[config.mk]
export PLATFORM = sky130hd
export DESIGN_NAME = fu_matrix_ls_seq
export DESIGN_NICKNAME = d
export VERILOG_FILES = /design/src/rtl/fu_matrix_ls_seq.sv
export SDC_FILE = /design/constraint.sdc
export NUM_CORES = 1
export LEC_CHECK = 0
export ABC_AREA = 1
export CAP_MARGIN = 25
export CELL_PAD_IN_SITES_DETAIL_PLACEMENT = 1
export CELL_PAD_IN_SITES_GLOBAL_PLACEMENT = 2
export CORE_ASPECT_RATIO = 0.9
export CORE_UTILIZATION = 27
export DETAILED_ROUTE_END_ITERATION = 10
export GPL_TIMING_DRIVEN = 0
export HOLD_SLACK_MARGIN = 0.15
export PLACE_DENSITY = 0.85
export SLEW_MARGIN = 20
export SYNTH_ARGS = -nofsm -noshare
export SYNTH_HDL_FRONTEND = slang
export SYNTH_SLANG_ARGS = --single-unit
[constraint.sdc]
create_clock -name CLK -period 2.7 [get_ports CLK]
set_input_delay 0.27 -clock CLK [delete_from_list [all_inputs] [get_ports CLK]]
set_output_delay 0.27 -clock CLK [all_outputs]
set_load 0.1 [all_outputs]
[src/rtl/fu_matrix_ls_seq.sv]
// Sequenced matrix load/store unit: expands one matrix LD/ST into ROWS row requests,
// bounds requests in flight to MAX_OUT, and pulses done once every row has completed.
module fu_matrix_ls_seq #(
  parameter int ADDR_W  = 32,
  parameter int MD_W    = 4,
  parameter int ROWS    = 4,
  parameter int MAX_OUT = 2,
  localparam int ROW_W  = (ROWS > 1) ? $clog2(ROWS) : 1
) (
  input  logic              CLK,
  input  logic              nRST,
  input  logic              in_valid,
  output logic              in_ready,
  input  logic              in_load,
  input  logic [MD_W-1:0]   in_md,
  input  logic [ADDR_W-1:0] in_base,
  input  logic [ADDR_W-1:0] in_imm,
  input  logic [ADDR_W-1:0] in_stride,
  output logic              mem_req_valid,
  input  logic              mem_req_ready,
  output logic [ADDR_W-1:0] mem_req_addr,
  output logic              mem_req_write,
  output logic [MD_W-1:0]   mem_req_md,
  output logic [ROW_W-1:0]  mem_req_row,
  input  logic              mem_resp_valid,
  output logic              busy,
  output logic              done,
  output logic [MD_W-1:0]   done_md,
  output logic [1:0]        dbg_state
);
  // Handshakes: a transfer happens on a rising edge where valid and ready are both high;
  // valid never depends combinationally on ready, and request payload holds while valid & !ready.
  localparam int ISS_W = $clog2(ROWS + 1);
  localparam int OUT_W = $clog2(MAX_OUT + 1);
  localparam logic [ISS_W-1:0] ROWS_C    = ISS_W'(ROWS);
  localparam logic [ISS_W-1:0] LAST_C    = ISS_W'(ROWS - 1);
  localparam logic [OUT_W-1:0] MAX_OUT_C = OUT_W'(MAX_OUT);

  typedef enum logic [1:0] {
    S_IDLE  = 2'd0,
    S_ISSUE = 2'd1,
    S_DRAIN = 2'd2,
    S_DONE  = 2'd3
  } state_t;

  state_t              state_q, state_d;
  logic [MD_W-1:0]     md_q;
  logic                write_q;
  logic [ADDR_W-1:0]   stride_q;
  logic [ADDR_W-1:0]   addr_q;
  logic [ISS_W-1:0]    iss_q;
  logic [ISS_W-1:0]    comp_q;
  logic [OUT_W-1:0]    out_q;
  logic                req_hs;
  logic                resp_acc;

  assign req_hs = mem_req_valid && mem_req_ready;
  // Responses outside ISSUE/DRAIN or with nothing outstanding are strays and are dropped.
  assign resp_acc = mem_resp_valid && (out_q != '0) &&
                    ((state_q == S_ISSUE) || (state_q == S_DRAIN));

  assign mem_req_addr  = addr_q;
  assign mem_req_write = write_q;
  assign mem_req_md    = md_q;
  assign mem_req_row   = iss_q[ROW_W-1:0];
  assign busy          = (state_q != S_IDLE);
  assign dbg_state     = state_q;

  always_comb begin
    state_d       = state_q;
    in_ready      = 1'b0;
    mem_req_valid = 1'b0;
    done          = 1'b0;
    done_md       = '0;
    case (state_q)
      S_IDLE: begin
        in_ready = 1'b1;
        if (in_valid) state_d = S_ISSUE;
      end
      S_ISSUE: begin
        mem_req_valid = (out_q < MAX_OUT_C);
        if (mem_req_valid && mem_req_ready && (iss_q == LAST_C)) state_d = S_DRAIN;
      end
      S_DRAIN: begin
        if ((comp_q + ISS_W'(resp_acc)) == ROWS_C) state_d = S_DONE;
      end
      S_DONE: begin
        done    = 1'b1;
        done_md = md_q;
        state_d = S_IDLE;
      end
      default: state_d = S_IDLE;
    endcase
  end

  always_ff @(posedge CLK) begin
    if (!nRST) begin
      state_q  <= S_IDLE;
      md_q     <= '0;
      write_q  <= 1'b0;
      stride_q <= '0;
      addr_q   <= '0;
      iss_q    <= '0;
      comp_q   <= '0;
      out_q    <= '0;
    end else begin
      state_q <= state_d;
      if ((state_q == S_IDLE) && in_valid) begin
        md_q     <= in_md;
        write_q  <= !in_load;
        stride_q <= in_stride;
        addr_q   <= in_base + in_imm;
        iss_q    <= '0;
        comp_q   <= '0;
        out_q    <= '0;
      end else begin
        if (req_hs) begin
          iss_q  <= iss_q + ISS_W'(1);
          addr_q <= addr_q + stride_q;
        end
        if (resp_acc) comp_q <= comp_q + ISS_W'(1);
        case ({req_hs, resp_acc})
          2'b10:   out_q <= out_q + OUT_W'(1);
          2'b01:   out_q <= out_q - OUT_W'(1);
          default: out_q <= out_q;
        endcase
      end
    end
  end
endmodule

Yosys cells after proc, flatten, opt, wreduce, memory -nomap -nowiden --
Cells that the tools add are included.
Word-level totals: bits in registers 79
Cells by class: add/subtract/negate cells 7, magnitude comparators 1, eq/ne operators 10, muxes and demuxes 11, bitwise logic cells 1, reductions and logical operators 15
Operators with widths (number):
- $add 32x32->32 | 2
- $mux 32 | 2
- $pmux 2 s4 | 1
- $reduce_bool 2->1 | 4
- $add 3x1->3 const B | 2
- $eq 2x2->1 const B | 3
- $logic_and 1x1->1 | 6
- $mux 2 | 3
- $eq 2x1->1 const B | 2
- $mux 4 | 1
- $ne 2x1->1 const B | 2
- $pmux 2 s2 | 1
- $add 3x1->3 | 1
- $eq 3x2->1 const B | 1
- $eq 3x3->1 const B | 1
- $mux 1 | 3
- $reduce_and 3->1 | 1
- $add 2x1->2 const B | 1
- $logic_not 2->1 | 1
- $lt 2x2->1 const B | 1
- $ne 2x2->1 const B | 1
- $reduce_or 2->1 | 1
- $sub 2x1->2 const B | 1
- $logic_not 1->1 | 1
- 2 further kinds | 2

Longest topological paths before layout --
Gate-level depths: netlist of run 1.
depth in word-level cells 7, mapped depth 15, mapped depth without buffers 15

Worst setup path before layout of run 1 --
No wires, ideal clock.
path type flip-flop to flip-flop, start register state_q[0], in the netlist dbg_state[0], end register state_q[0], in the netlist dbg_state[0], library setup time 86 ps, arrival 3147 ps, setup slack -533 ps, stages on the path, launching flop included 7, buffers on the path 0, period minus slack after synthesis 3233 ps, cells stage by stage dfxtp_1 > inv_1 > ha_1 > inv_1 > o211ai_1 > nor3_1 > a211oi_1
Between the ends: word-level cells in the longest chain between the ends 7
RTL lines:
- start, declared | RTL line 46 | state_t state_q, state_d;
- start signal, assigned | RTL line 107 | state_q <= state_d;
- $eq 2x1->1 or $eq 2x2->1 (tied branches) | RTL line 60, 75
- $logic_or 1x1->1 | RTL line 60 | ((state_q == S_ISSUE) || (state_q == S_DRAIN));
- $logic_and 1x1->1 | RTL line 59 | assign resp_acc = mem_resp_valid && (out_q != '0) &&
- $add 3x1->3 | RTL line 85 | if ((comp_q + ISS_W'(resp_acc)) == ROWS_C) state_d = S_DONE;
- $eq 3x3->1 | RTL line 85
- $ne 2x1->1 (no line)
- $reduce_and 3->1 (no line)
Several ways; a longest one is shown, not always the timed one. A chain may end at the register's enable or synchronous reset.

Worst setup path in the final report of run 1 --
start register state_q[0], in the netlist dbg_state[0], end output port busy
Between the ends: word-level cells in the longest chain between the ends 1
RTL lines:
- $reduce_bool 2->1 | RTL line 66 | assign busy = (state_q != S_IDLE);
- end, declared | RTL line 26 | output logic busy,
No other way between the ends.

==> results of run 1 <==
==> registers in the layout, summed over array words and instances (netlist names) <==
signal	cells
mem_req_md	4
comp_q	3
stride_q	32
out_q	2
mem_req_addr	32
mem_req_write	1
dbg_state	2
iss_q	3
==> final cells by class <==
cell class                      count  area (um2)
Clock inverter                      6       67.56
Antenna cell                        1       2.502
Sequential cell                    79        1584
Timing Repair Buffer              154        1544
Buffer                             29       137.6
Multi-Input combinational cell   1044        5248
Fill cell                        3865       18580
Inverter                          257       964.7
Tap cell                          396       495.5
Clock buffer                       10       239.0
==> worst max-delay path by stage <==
stage          slack [ns]  cells after the start         start                to
5_1_grt              0.09                     12  dbg_state[1]      dbg_state[1]
4_1_cts              0.08                      5  dbg_state[1]     mem_req_valid
2_1_floorplan        0.08                     12  dbg_state[0]      dbg_state[1]
6_report             0.18                      4  dbg_state[0]              busy
3_3_place_gp        -0.11                     11    in_base[0]  mem_req_addr[20]
3_5_place_dp        -0.14                     11    in_base[0]  mem_req_addr[20]
==> metrics by stage <==
stage               TNS (ns)  setup WS (ns)  instances
detailed placement   -0.1430        -0.1430       1959
global placement     -0.1121        -0.1121       1959
floorplan                  0        0.08377       1409
CTS                        0        0.08413       1975
global route               0        0.09283       1975
finish                     0         0.1815       1976
==> what timing repair did <==
| item | in CTS | in global routing |
|---|---|---|
| hold endpoints to repair | 0 | 0 |
| endpoints found under the setup margin | 0 | 3 |
| gates resized for setup | 0 | 2 |
==> layer usage <==
layer  up-vias  part of all wire
met3        16             0.037
met4         0            0.0077
met5         -                 0
met2       156              0.46
met1      4258              0.50
li1       4741                 -
==> report_power, final <==
group          switching [uW]  total, uW  internal, uW
logic                    4360       6050          1690
clock network             545       1290           747
registers                 400       1950          1550
==> synth_stat cells (all sizes together) <==
cell / number
a211oi: 1
a21o: 2
a21oi: 80
a311oi: 4
a31oi: 7
and3: 2
buf: 17
clkbuf: 12
dfxtp: 79
fa: 2
ha: 72
inv: 257
nand2: 464
nand3: 99
nand3b: 4
nand4: 8
nor2: 167
nor3: 16
o211ai: 8
o21ai: 85
o21bai: 7
or2: 9
xnor2: 4
xor2: 3
==> critical path: stages (launching register included) <==
cell and delay, ns:
dfxtp_2 0.37, inv_1 0.09, ha_2 0.21, inv_1 0.08, clkdlybuf4s50_1 1.13
==> cell families after synthesis <==
| logic type | after synthesis |
|---|---|
| AO/OA/AOI/OAI | 194 |
| XOR/XNOR | 7 |
| adder cells (fa/ha/maj) | 74 |
| buffers and inverters | 286 |
| flip-flops | 79 |
| AND/OR/NAND/NOR | 769 |
==> results.md, run 1 <==
- Status: complete, no violations
- Yosys reg bits: 79
- Post-synth net total: 1589
- Detail Route Antenna Nets: 0
- Clock slew at reported path FFs: 0.07 ns
- Clock skew: 0.01064 ns
- Hold EP: stride_q[18]
- Die area: 0.03004 mm2
- I/O pin cnt: 155
- M1 GR Usage: 0.2715
- Cell Area, Synth: 0.007924 mm2
- R2r setup slk: 0.37 ns
- Synthesis Warnings: 0
- Final Cycle Share: 0.9328
- Worst setup SP type: flop
- CP Class: reg -> out
- Worst-path fanout max: 4
- DP HPWL: 26080 um
- Post-synth top area cell: nand2_1
- 1st-pass router iterations: 5
- Initial DRC Count: 324
- Nets: 1754
- Post-synthesis mux area share: 0
- Post-synthesis adder-cell area fraction: 0.1187
- Largest net degree at the start of global routing: 15
- Met2 Track Usage GR: 0.3581
- Worst endpoint required time: 2.43 ns
- Worst slew pin tran: 1.061 ns
- DP Area: 0.009968 mm2
- Residual DRC: 0
- Total leakage power: 0.005359 uW
- Most frequent cells in the layout: nand2_1, inv_1, nor2_1
- Share of layout cells above drive strength 1: 0.04560
- Reg2reg end: dbg_state[1]
- Via count: 9171
- Initial antenna violation count: 0
- CP Data Arrival Time: 2.25 ns
- Core area: 0.02886 mm2
- Wire length after detailed routing: 30250 um
- FF-to-FF Start: dbg_state[0]
- Gr busiest metal: met2
- GRT met3 Usage: 0.03418
- Most common cell after layout, fill and taps aside: nand2_1
- Clock root buffer: clkbuf_16
- Via/cell ratio: 4.641
- Worst hold path startpoint: stride_q[18]
- Slew Viols, Final: 0
- Hold Path Depth: 2
- Avg WL per Cell: 15.31 um
- Fmax: 397.1 MHz
- Cell Rows: 59
- CTS tree: yes
- Peak VDD IR: 0.7292 mV
- Top cell type's share of synthesized area: 0.2122
- Final hold viol count: 0
- Clock buffer depth: 2
- Slew margin rel.: 0.2908
- CP Capture Type: output pin
- Area delta synth->final: 29.77%
- Util after Layout: 0.3562
- First-pass GRT wire length: 47880 um
- Count of input and output buffers: 154
- DIE HEIGHT: 164.5 um
- Hold WS: 0.4871 ns
- Initial Utilization: 0.2745
- Final setup viols: 0
- FF-to-FF path depth: 12
- Compound-gate portion of the synthesized area: 0.1331
- Vias in the first global route: 9333
- CTS sink cnt: 79
- Grt ovf: 0
- Num CTS Buffers: 9
- Largest cells by area after synthesis: nand2_1, dfxtp_1, inv_1
- RSZ-0062 raised after global routing: no
- Final Wtd Congestion: 0.9066
- Post-synth cell types: 37
- Fin crit period: 2.518 ns
- Htree depth: 3
- Total chip power: 9287 uW
- Main combinational cell family by area after synthesis: simple AND/OR/NAND/NOR gates
- Power Density: 903.2 mW/mm2
- Worst skew pair latency: 0.36 ns
- Syn Area/Cell: 5.624 um2
- Post-route design area: 0.01028 mm2
- Total GRT Usage: 0.2061
- Post-CTS Setup Bufs: 0
- CTS Hold Buffers Added: 0
- Die W: 182.6 um
- Synth Area in Simple Gates: 0.4017
- XOR/XNOR Fraction of Synth Area: 0.007737
- Max Cap Viol: 0
- Syn Inst Count: 1409
- Hold WC Path Type: reg -> reg
- Register area share after synthesis: 0.1996
Note: power is estimated with default switching activity, not from simulation.
==> run 2, diff against run 1 <==
--- a/config.mk
+++ b/config.mk
@@ -14,7 +14,7 @@
 export DETAILED_ROUTE_END_ITERATION = 10
 export GPL_TIMING_DRIVEN = 0
 export HOLD_SLACK_MARGIN = 0.15
-export PLACE_DENSITY = 0.85
+export PLACE_DENSITY = 0.8
 export SLEW_MARGIN = 20
 export SYNTH_ARGS = -nofsm -noshare
 export SYNTH_HDL_FRONTEND = slang
==> run 2 against run 1 <==
Flip-flop and latch count unchanged. Clock power about the same. Utilization about the same. Setup slack worse by 0.052 ns. Die area unchanged. Global-route usage up 0.081 points. Combinational power about the same. Routed wire length down 0.62%. First-iteration DRC count up 19%. Largest cell class unchanged.
==> results.md, run 2 (same netlist as run 1, synthesis figures left out) <==
- Initial antenna violation count: 0 (unchanged)
- Avg WL per Cell: 15.22 um (-0.57%)
- First-pass GRT wire length: 47720 um (-0.33%)
- Final Cycle Share: 0.9522 (+0.01939)
- Vias in the first global route: 9096 (-2.5%)
- Status: complete, no violations
- CTS Hold Buffers Added: 0 (unchanged)
- CP Capture Type: output pin
- Crit path largest cell delay: 1.15 ns (+0.02 ns)
- DP HPWL: 25770 um (-1.2%)
- Total chip power: 9270 uW (-0.19%)
- Most frequent cells in the layout: nand2_1, inv_1, nor2_1
- Worst slew pin tran: 0.9968 ns (-0.06375 ns)
- I/O pin cnt: 155 (unchanged)
- # diodes: 0 (-1)
- Worst-path fanout max: 4 (unchanged)
- Total GRT Usage: 0.2069 (+0.0008115)
- Wire length after detailed routing: 30060 um (-0.62%)
- Clock root buffer: clkbuf_16
- 1st-pass router iterations: 5 (unchanged)
- RSZ-0062 raised after global routing: no
- Slowest stage cell, crit path: clkdlybuf4s50_1
- Clock slew at reported path FFs: 0.07 ns (about the same)
- Max Cap Viol: 0 (unchanged)
- Worst hold path startpoint: in_load
- Initial Utilization: 0.2745 (unchanged)
- Psw: 5303 uW (about the same)
- Post-route design area: 0.01027 mm2 (about the same)
- Worst setup SP type: flop
- Fin crit period: 2.571 ns (+0.05236 ns)
- Final setup viols: 0 (unchanged)
- Clock buffer depth: 2 (unchanged)
- R2r setup slk: 0.32 ns (-0.05 ns)
- CTS sink cnt: 79 (unchanged)
- Via count: 9061 (-1.2%)
- Largest net degree at the start of global routing: 16 (+1)
- Final Wtd Congestion: 0.8740 (-3.6%)
- CTS tree: yes
- Pre-CTS WS: -0.1434 ns (-0.0003970 ns)
- Via/cell ratio: 4.588 (-1.1%)
- Clock power share: 0.141 (+0.002)
- Sequential cell fraction of total power: 0.210 (about the same)
- Power Density: 902.2 mW/mm2 (-0.11%)
- Share of layout cells above drive strength 1: 0.04560 (unchanged)
- Internal Power: 3967 uW (-0.49%)
- Slew Viols, Final: 0 (unchanged)
- Count of input and output buffers: 154 (unchanged)
- Hold WC Path Type: in -> reg
- Core area: 0.02886 mm2 (unchanged)
- Nets: 1754 (unchanged)
- DIE HEIGHT: 164.5 um (unchanged)
- Worst skew pair latency: 0.36 ns (about the same)
- Sw Ratio: 0.5721 (+0.001305)
- Final hold viol count: 0 (unchanged)
- CP Class: reg -> out
- CP startpoint: dbg_state[1]
- Total leakage power: 0.005350 uW (-0.17%)
- DP Area: 0.009968 mm2 (unchanged)
- CP bufs+invs: 3 (unchanged)
- Top delay family on crit path: buffers and inverters
- Critical Path, Cell by Cell: inv_1 -> ha_1 -> inv_1 -> nor2_1 -> clkdlybuf4s50_1
- Most common cell after layout, fill and taps aside: nand2_1
- Initial DRC Count: 387 (+19%)
- Hold WS: 0.4800 ns (-0.007107 ns)
- Combinational share of power: 0.649 (-0.002)
- Worst setup margin: 0.1292 ns (-0.05236 ns)
- Grt ovf: 0 (unchanged)
- Num CTS Buffers: 9 (unchanged)
- Clock skew: 0.01073 ns (+0.00008830 ns)
- Cell Rows: 59 (unchanged)
- Slew margin rel.: 0.3334 (+0.04264)
- Peak VDD IR: 1.078 mV (+48%)
- CP Data Arrival Time: 2.30 ns (+0.05 ns)
- FF-to-FF Start: dbg_state[0]
- Detail Route Antenna Nets: 0 (unchanged)
- Area delta synth->final: 29.67% (about the same)
- Fmax: 389.0 MHz (-2.0%)
- Critical path's most frequent cell: inv_1
- Htree depth: 3 (unchanged)
- Worst endpoint required time: 2.43 ns (about the same)
- Die W: 182.6 um (unchanged)
- Residual DRC: 0 (unchanged)
- Die area: 0.03004 mm2 (unchanged)
run 2: layer usage:
| layer | vias to the layer above | global-route usage | wire length [um] |
|---|---|---|---|
| li1 | 4738 | - | - |
| met1 | 4154 | 0.2844 | 15230 |
| met2 | 147 | 0.3414 | 13340 |
| met3 | 22 | 0.03219 | 1117 |
| met4 | 0 | 0.04049 | 366 |
| met5 | - | 0 | 0 |
run 2: through the flow:
| stage | setup TNS (ns) | utilization | instances |
|---|---|---|---|
| 3_5_place_dp | -0.1434 | 0.3454 | 1959 |
| 4_1_cts | 0 | 0.3559 | 1975 |
| 6_report | 0 | 0.3560 | 1975 |
| 5_1_grt | 0 | 0.3560 | 1975 |
| 2_1_floorplan | 0 | - | 1409 |
| 3_3_place_gp | -0.1202 | 0.3454 | 1959 |
run 2: repair_timing:
item | 4_1_cts | 5_1_grt
gates resized for setup | 0 | 1
buffers inserted | 0 | 0
endpoints found under the setup margin | 0 | 1
run 2: path summary, 6_finish.rpt:
path                                          to  cells past startpoint
worst min register to register         comp_q[2]                      2
worst max register to register  mem_req_addr[20]                      8
worst max-delay path               mem_req_valid                      5
worst min-delay path               mem_req_write                      2
run 2: power by group through the flow:
stage	clock network, uW	logic (uW)	registers [uW]
detailed placement	0	6050	1980
CTS	1360	6080	1960
floorplan	0	2800	3420
finish	1300	6020	1950
global placement	0	5980	1980
global route	1400	6610	1990
run 2: area by class of cell:
| class | count | area, um2 |
|---|---|---|
| Multi-Input combinational cell | 1044 | 5248 |
| Sequential cell | 79 | 1584 |
| Clock buffer | 9 | 225.2 |
| Inverter | 257 | 964.7 |
| Buffer | 29 | 137.6 |
| Fill cell | 3874 | 18590 |
| Tap cell | 396 | 495.5 |
| Timing Repair Buffer | 154 | 1541 |
| Clock inverter | 7 | 78.83 |
